`src/rtl/stream_split_pkg.sv`:
```
// Shared helpers for the stream_split width down-converter.
// Parameter-dependent types (chunk index, chunk array) live in the module.
package stream_split_pkg;

    // Width of the chunk index; never below one bit so RATIO=1 still has a counter.
    function automatic int unsigned cnt_width(input int unsigned ratio);
        int unsigned w;
        w = (ratio > 1) ? $clog2(ratio) : 1;
        return w;
    endfunction

    // Default geometry used by integration and the bench.
    localparam int unsigned DEF_OUT_WIDTH = 13;
    localparam int unsigned DEF_RATIO     = 3;

endpackage

```
`src/rtl/stream_split.sv`:
```
// Wide-to-narrow stream converter: one RATIO*OUT_WIDTH word out as RATIO chunks, LSB chunk first.
// Optional STREAM_SPLIT_LAST_EN adds ilast/olast framing carried with each word.
module stream_split
    import stream_split_pkg::*;
#(
    parameter  int unsigned OUT_WIDTH = DEF_OUT_WIDTH,
    parameter  int unsigned RATIO     = DEF_RATIO,
    localparam int unsigned IN_WIDTH  = OUT_WIDTH * RATIO
) (
    input  logic                 clk,
    input  logic                 rst,
    input  logic [IN_WIDTH-1:0]  idat,
    input  logic                 ivld,
    output logic                 irdy,
`ifdef STREAM_SPLIT_LAST_EN
    input  logic                 ilast,
    output logic                 olast,
`endif
    output logic [OUT_WIDTH-1:0] odat,
    output logic                 ovld,
    input  logic                 ordy
);

    localparam int unsigned CNT_W = cnt_width(RATIO);

    typedef logic [CNT_W-1:0]                   chunk_idx_t;
    typedef logic [RATIO-1:0][OUT_WIDTH-1:0]    chunk_arr_t;

    localparam chunk_idx_t LAST_IDX = CNT_W'(RATIO - 1);

    chunk_arr_t word_q;
    chunk_idx_t cnt, cnt_d;
    logic       vld, vld_d;
    logic       last_chunk;
    logic       accept;
    logic       xfer;

    assign last_chunk = (cnt == LAST_IDX);
    assign ovld       = vld && !rst;
    assign irdy       = !rst && (!vld || (ordy && last_chunk));
    assign accept     = ivld && irdy;
    assign xfer       = ovld && ordy;
    assign odat       = word_q[cnt];

    // Next-state: output transfer advances the index, an accept overrides it.
    always_comb begin
        vld_d = vld;
        cnt_d = cnt;
        if (xfer) begin
            if (last_chunk) begin
                cnt_d = '0;
                vld_d = 1'b0;
            end else begin
                cnt_d = cnt + CNT_W'(1);
            end
        end
        if (accept) begin
            cnt_d = '0;
            vld_d = 1'b1;
        end
    end

    always_ff @(posedge clk) begin
        if (rst) begin
            vld <= 1'b0;
            cnt <= '0;
        end else begin
            vld <= vld_d;
            cnt <= cnt_d;
        end
    end

    // Data word is not reset; it is only observable while vld is set.
    always_ff @(posedge clk) begin
        if (accept) begin
            word_q <= chunk_arr_t'(idat);
        end
    end

`ifdef STREAM_SPLIT_LAST_EN
    logic last_q;

    always_ff @(posedge clk) begin
        if (rst) begin
            last_q <= 1'b0;
        end else if (accept) begin
            last_q <= ilast;
        end
    end

    assign olast = ovld && last_q && last_chunk;
`endif

endmodule
```
`config.mk`:
```
export PLATFORM = sky130hd
export DESIGN_NAME = stream_split
export DESIGN_NICKNAME = d
export VERILOG_FILES = /design/src/rtl/stream_split_pkg.sv /design/src/rtl/stream_split.sv
export SDC_FILE = /design/constraint.sdc
export NUM_CORES = 1
export LEC_CHECK = 0
export ABC_AREA = 1
export CAP_MARGIN = 0
export CORE_MARGIN = 2
export CORE_UTILIZATION = 44
export DETAILED_ROUTE_END_ITERATION = 8
export PLACE_DENSITY = 0.77
export REMOVE_ABC_BUFFERS = 1
export SLEW_MARGIN = 20
export SYNTH_ARGS = -nofsm -noshare
export SYNTH_HDL_FRONTEND = slang
export SYNTH_SLANG_ARGS = --single-unit
```
`constraint.sdc`:
```
create_clock -name clk -period 2.58 [get_ports clk]
set_input_delay 0.258 -clock clk [delete_from_list [all_inputs] [get_ports clk]]
set_output_delay 0.258 -clock clk [all_outputs]
set_load 0.05 [all_outputs]
```
==> summary.md <==
| Metric | Value |
|---|---|
| FF-to-FF Start | `cnt[0]` |
| HP Start | `idat[8]` |
| Number of maximum-capacitance constraint violations | `0` |
| Area post-placement | `2210 um^2` |
| Clock net sink count | `42` |
| Number of storage elements in the synthesis netlist | `between 40 and 50` |
| Worst Clk Skew | `0.00625 ns` |
| Area added between synthesis and finish | `41.1%` |
| Effective utilization at floorplan | `a little under half` |
| Count of mapped cells out of synthesis | `124` |
| Delay contributed by the slowest stage of the critical path | `0.57 ns` |
| Cells along the critical path | `inv_2 -> nor2_4 -> nand2_1 -> nand3_1 -> dlygate4sd2_1` |
| Clock latency of the later-clocked register in the worst-skew pair | `0.34 ns` |
| Count of cell types in the netlist | `11` |
| Critical path's slowest cell | `dlygate4sd2_1` |
| Die span in y | `roughly 65 um` |
| Setup slack of the worst register-to-register path | `1.09 ns` |
| Via count of the first global-routing pass | `1146` |
| Result of the run | `complete, no violations` |
| Wire length of the first global-routing pass | `5310 um` |
| List of most frequent post-synthesis cells | `edfxtp_1 (39), nand2_1 (29), nand3_1 (29)` |
| Path depth of the worst reg2reg path | `6` |
| Maximum number of pins on one net before global-route repair | `25` |
| Peak fanout along the critical path | `15` |
| Fin. max-slew vios | `0` |
| Fraction of registers with async set/reset | `0%` |
| Clock Tree Buf Depth | `2` |
| Final weighted congestion in routability-driven placement | `0.720` |
| Port-buffer cells | `57` |
| Reg-to-reg endpoint | `word_q[22]` |
| Final critical delay including setup and external delays | `2.30 ns` |
| Horiz. Die Dim | `64.5 um` |
| TritonCTS clock tree | `yes` |
| Share of post-route cells with drive strength above 1 | `8.06%` |
| Destination of the worst hold path | `word_q[8]` |
| Number of hold violations in the final report | `0` |
| TNS Setup | `0 ns` |
| Most used DFF post-synth | `edfxtp_1` |
| Design Area, Final | `2270 um^2` |
| H-tree level count | `2` |
| Crit. Startpoint | `cnt[1]` |
| Cell family contributing the most delay on the critical path | `buffers and inverters` |
| Vias/cell | `4.91` |
| Average detailed-routed wire length per instance | `14.2 um` |
| RSZ-0062 raised after global routing | `false` |
| Share of synthesized area occupied by flip-flops and latches | `76.4%` |
| Number of enable-type register cells in the synthesized netlist | `39` |
| Diodes inserted | `0` |
| Number of buffers created by CTS | `5` |
| Worst min path class | `input pin to register` |
| Count of standard-cell rows | `21` |
| Startpoint-to-endpoint class of the critical path | `register to output pin` |
| Ratio of final minimum period to clock period | `89.3%` |
| Dominant cell type by area after synthesis | `edfxtp_1` |
| Post-Syn Area | `1610 um^2` |
| DPL Wire Length | `approximately 2400 um` |
| 1st-iter DRT viols | `69` |
| Clock Pin Slew Worst Setup and Hold Paths | `about 0.11 ns` |
| Drt total wl | `roughly 3300 um` |
| Element type at the critical path start | `register` |
| Number of optimization iterations in the first detailed-route pass | `4` |
| Total congestion overflow | `0` |
| Area of the die | `between 4000 and 5000 um^2` |
| Final nets | `228` |
| Largest vdd supply drop | `~580 uV` |
| Core region area | `3420 um^2` |
| Data arrival, critical path | `approximately 2.1 ns` |
| Top-Level Pins | `58` |
| Worst Max-Slew Pin Slew | `around 0.53 ns` |
| Top post-synthesis cells by area | `edfxtp_1 (73%), nand3_1 (9.0%), nand2_1 (6.8%), dfxtp_1 (3.7%), nor2_1 (1.9%)` |
| Synth warn | `0` |
| Worst Hold Depth | `1` |
| Setup-failing EPs final | `0` |
| Most used standard cell by instance count after synthesis | `edfxtp_1` |
| Fraction of synthesized cell area taken by the top area cell type | `72.7%` |
| Routed Antenna Nets | `0` |
| Required time of the critical path | `2.32 ns` |
| Vias after detailed routing | `1140` |
| Areal power density over the cells | `600 nW/um^2` |
| Worst-case headroom to the max-slew limit | `64.5%` |
| Capturing element type of the critical path | `output pin` |
| Mapped Avg Cell Area | `13.0 um^2` |
| P_leak | `0.851 nW` |
| All-layer global routing usage | `17.6%` |
| Initial antenna violation count | `0` |
| CTS Root Buffer Type | `clkbuf_4` |
| Buffering stage count on the worst path with inverters included | `2` |
| Achievable clock frequency | `~430 MHz` |
| DRC Markers | `0` |
## worst max-delay path by stage
stage / depth (start not counted) / slack [ns] / to
3_3_place_gp: 4 / 0.39 / odat[10]
2_1_floorplan: 5 / 0.63 / word_q[0]
6_report: 5 / 0.28 / odat[4]
3_5_place_dp: 4 / 0.29 / odat[4]
5_1_grt: 5 / 0.16 / odat[4]
4_1_cts: 6 / 0.11 / irdy
## through the flow
step | util, % | hold WS [ns] | power (mW) | setup WS, ns | std cells
after CTS | 66.5 | 0.443 | 1.37 | 0.106 | 232
after global routing | 66.6 | 0.431 | 1.42 | 0.162 | 232
after floorplan | - | 0.330 | 0.881 | 0.630 | 119
after global placement | 64.7 | 0.569 | 0.981 | 0.390 | 224
final | 66.6 | 0.459 | 1.36 | 0.276 | 232
after detailed placement | 64.7 | 0.618 | 0.986 | 0.295 | 224
## layout make-up
class / instances / area, um^2
inverter: 7 / 26.3
multi-input combinational: 70 / 317
fill: 264 / 1140
clock buffer: 7 / 45.0
timing repair buffer: 59 / 566
tap: 46 / 57.6
sequential: 42 / 1230
clock inverter: 1 / 30.0
## placed cells by master, fill, tap and decap left out
cell,count
dfxtp_1,2
nor2_1,8
bufinv_16,1
a21oi_1,2
dlygate4sd2_1,10
clkbuf_4,5
inv_2,1
clkbuf_1,2
clkdlybuf4s50_1,44
nor2_4,2
nand2_1,29
inv_1,6
dfxtp_2,1
edfxtp_1,39
nand3_1,29
buf_4,5
## logic make-up (layout without fill, tap and decap cells)
| kind of cell | count (synthesis) | count (layout) | share of synthesized area [%] |
|---|---|---|---|
| flip-flops | 42 | 42 | 76.4 |
| AO/OA/AOI/OAI | 2 | 2 | 0.621 |
| AND/OR/NAND/NOR | 68 | 68 | 19.0 |
| buffers and inverters | 12 | 74 | 3.96 |
## state kept, by name, indices dropped and copies added, names as in the netlist
register,flops
vld,1
cnt,2
word_q,39
## power by group
| group | internal, mW | switching (mW) | total (mW) |
|---|---|---|---|
| sequential | 0.773 | 0.0105 | 0.784 |
| combinational | 0.0835 | 0.0950 | 0.179 |
| clock | 0.206 | 0.195 | 0.401 |
## per-layer routing
metal  share of wire, %  GRT usage [%]
met4                2.3           6.65
met2                 51           28.5
met3                6.7           6.42
met5                  0              0
met1                 40           21.8
## timing repair
item	CTS	global route
endpoints found under the hold margin	0	0
setup endpoints to repair	10	1
hold buffers	0	0
setup buffers	0	0
gates resized for setup	10	1
No activity file was read; power rests on OpenSTA's default activity.
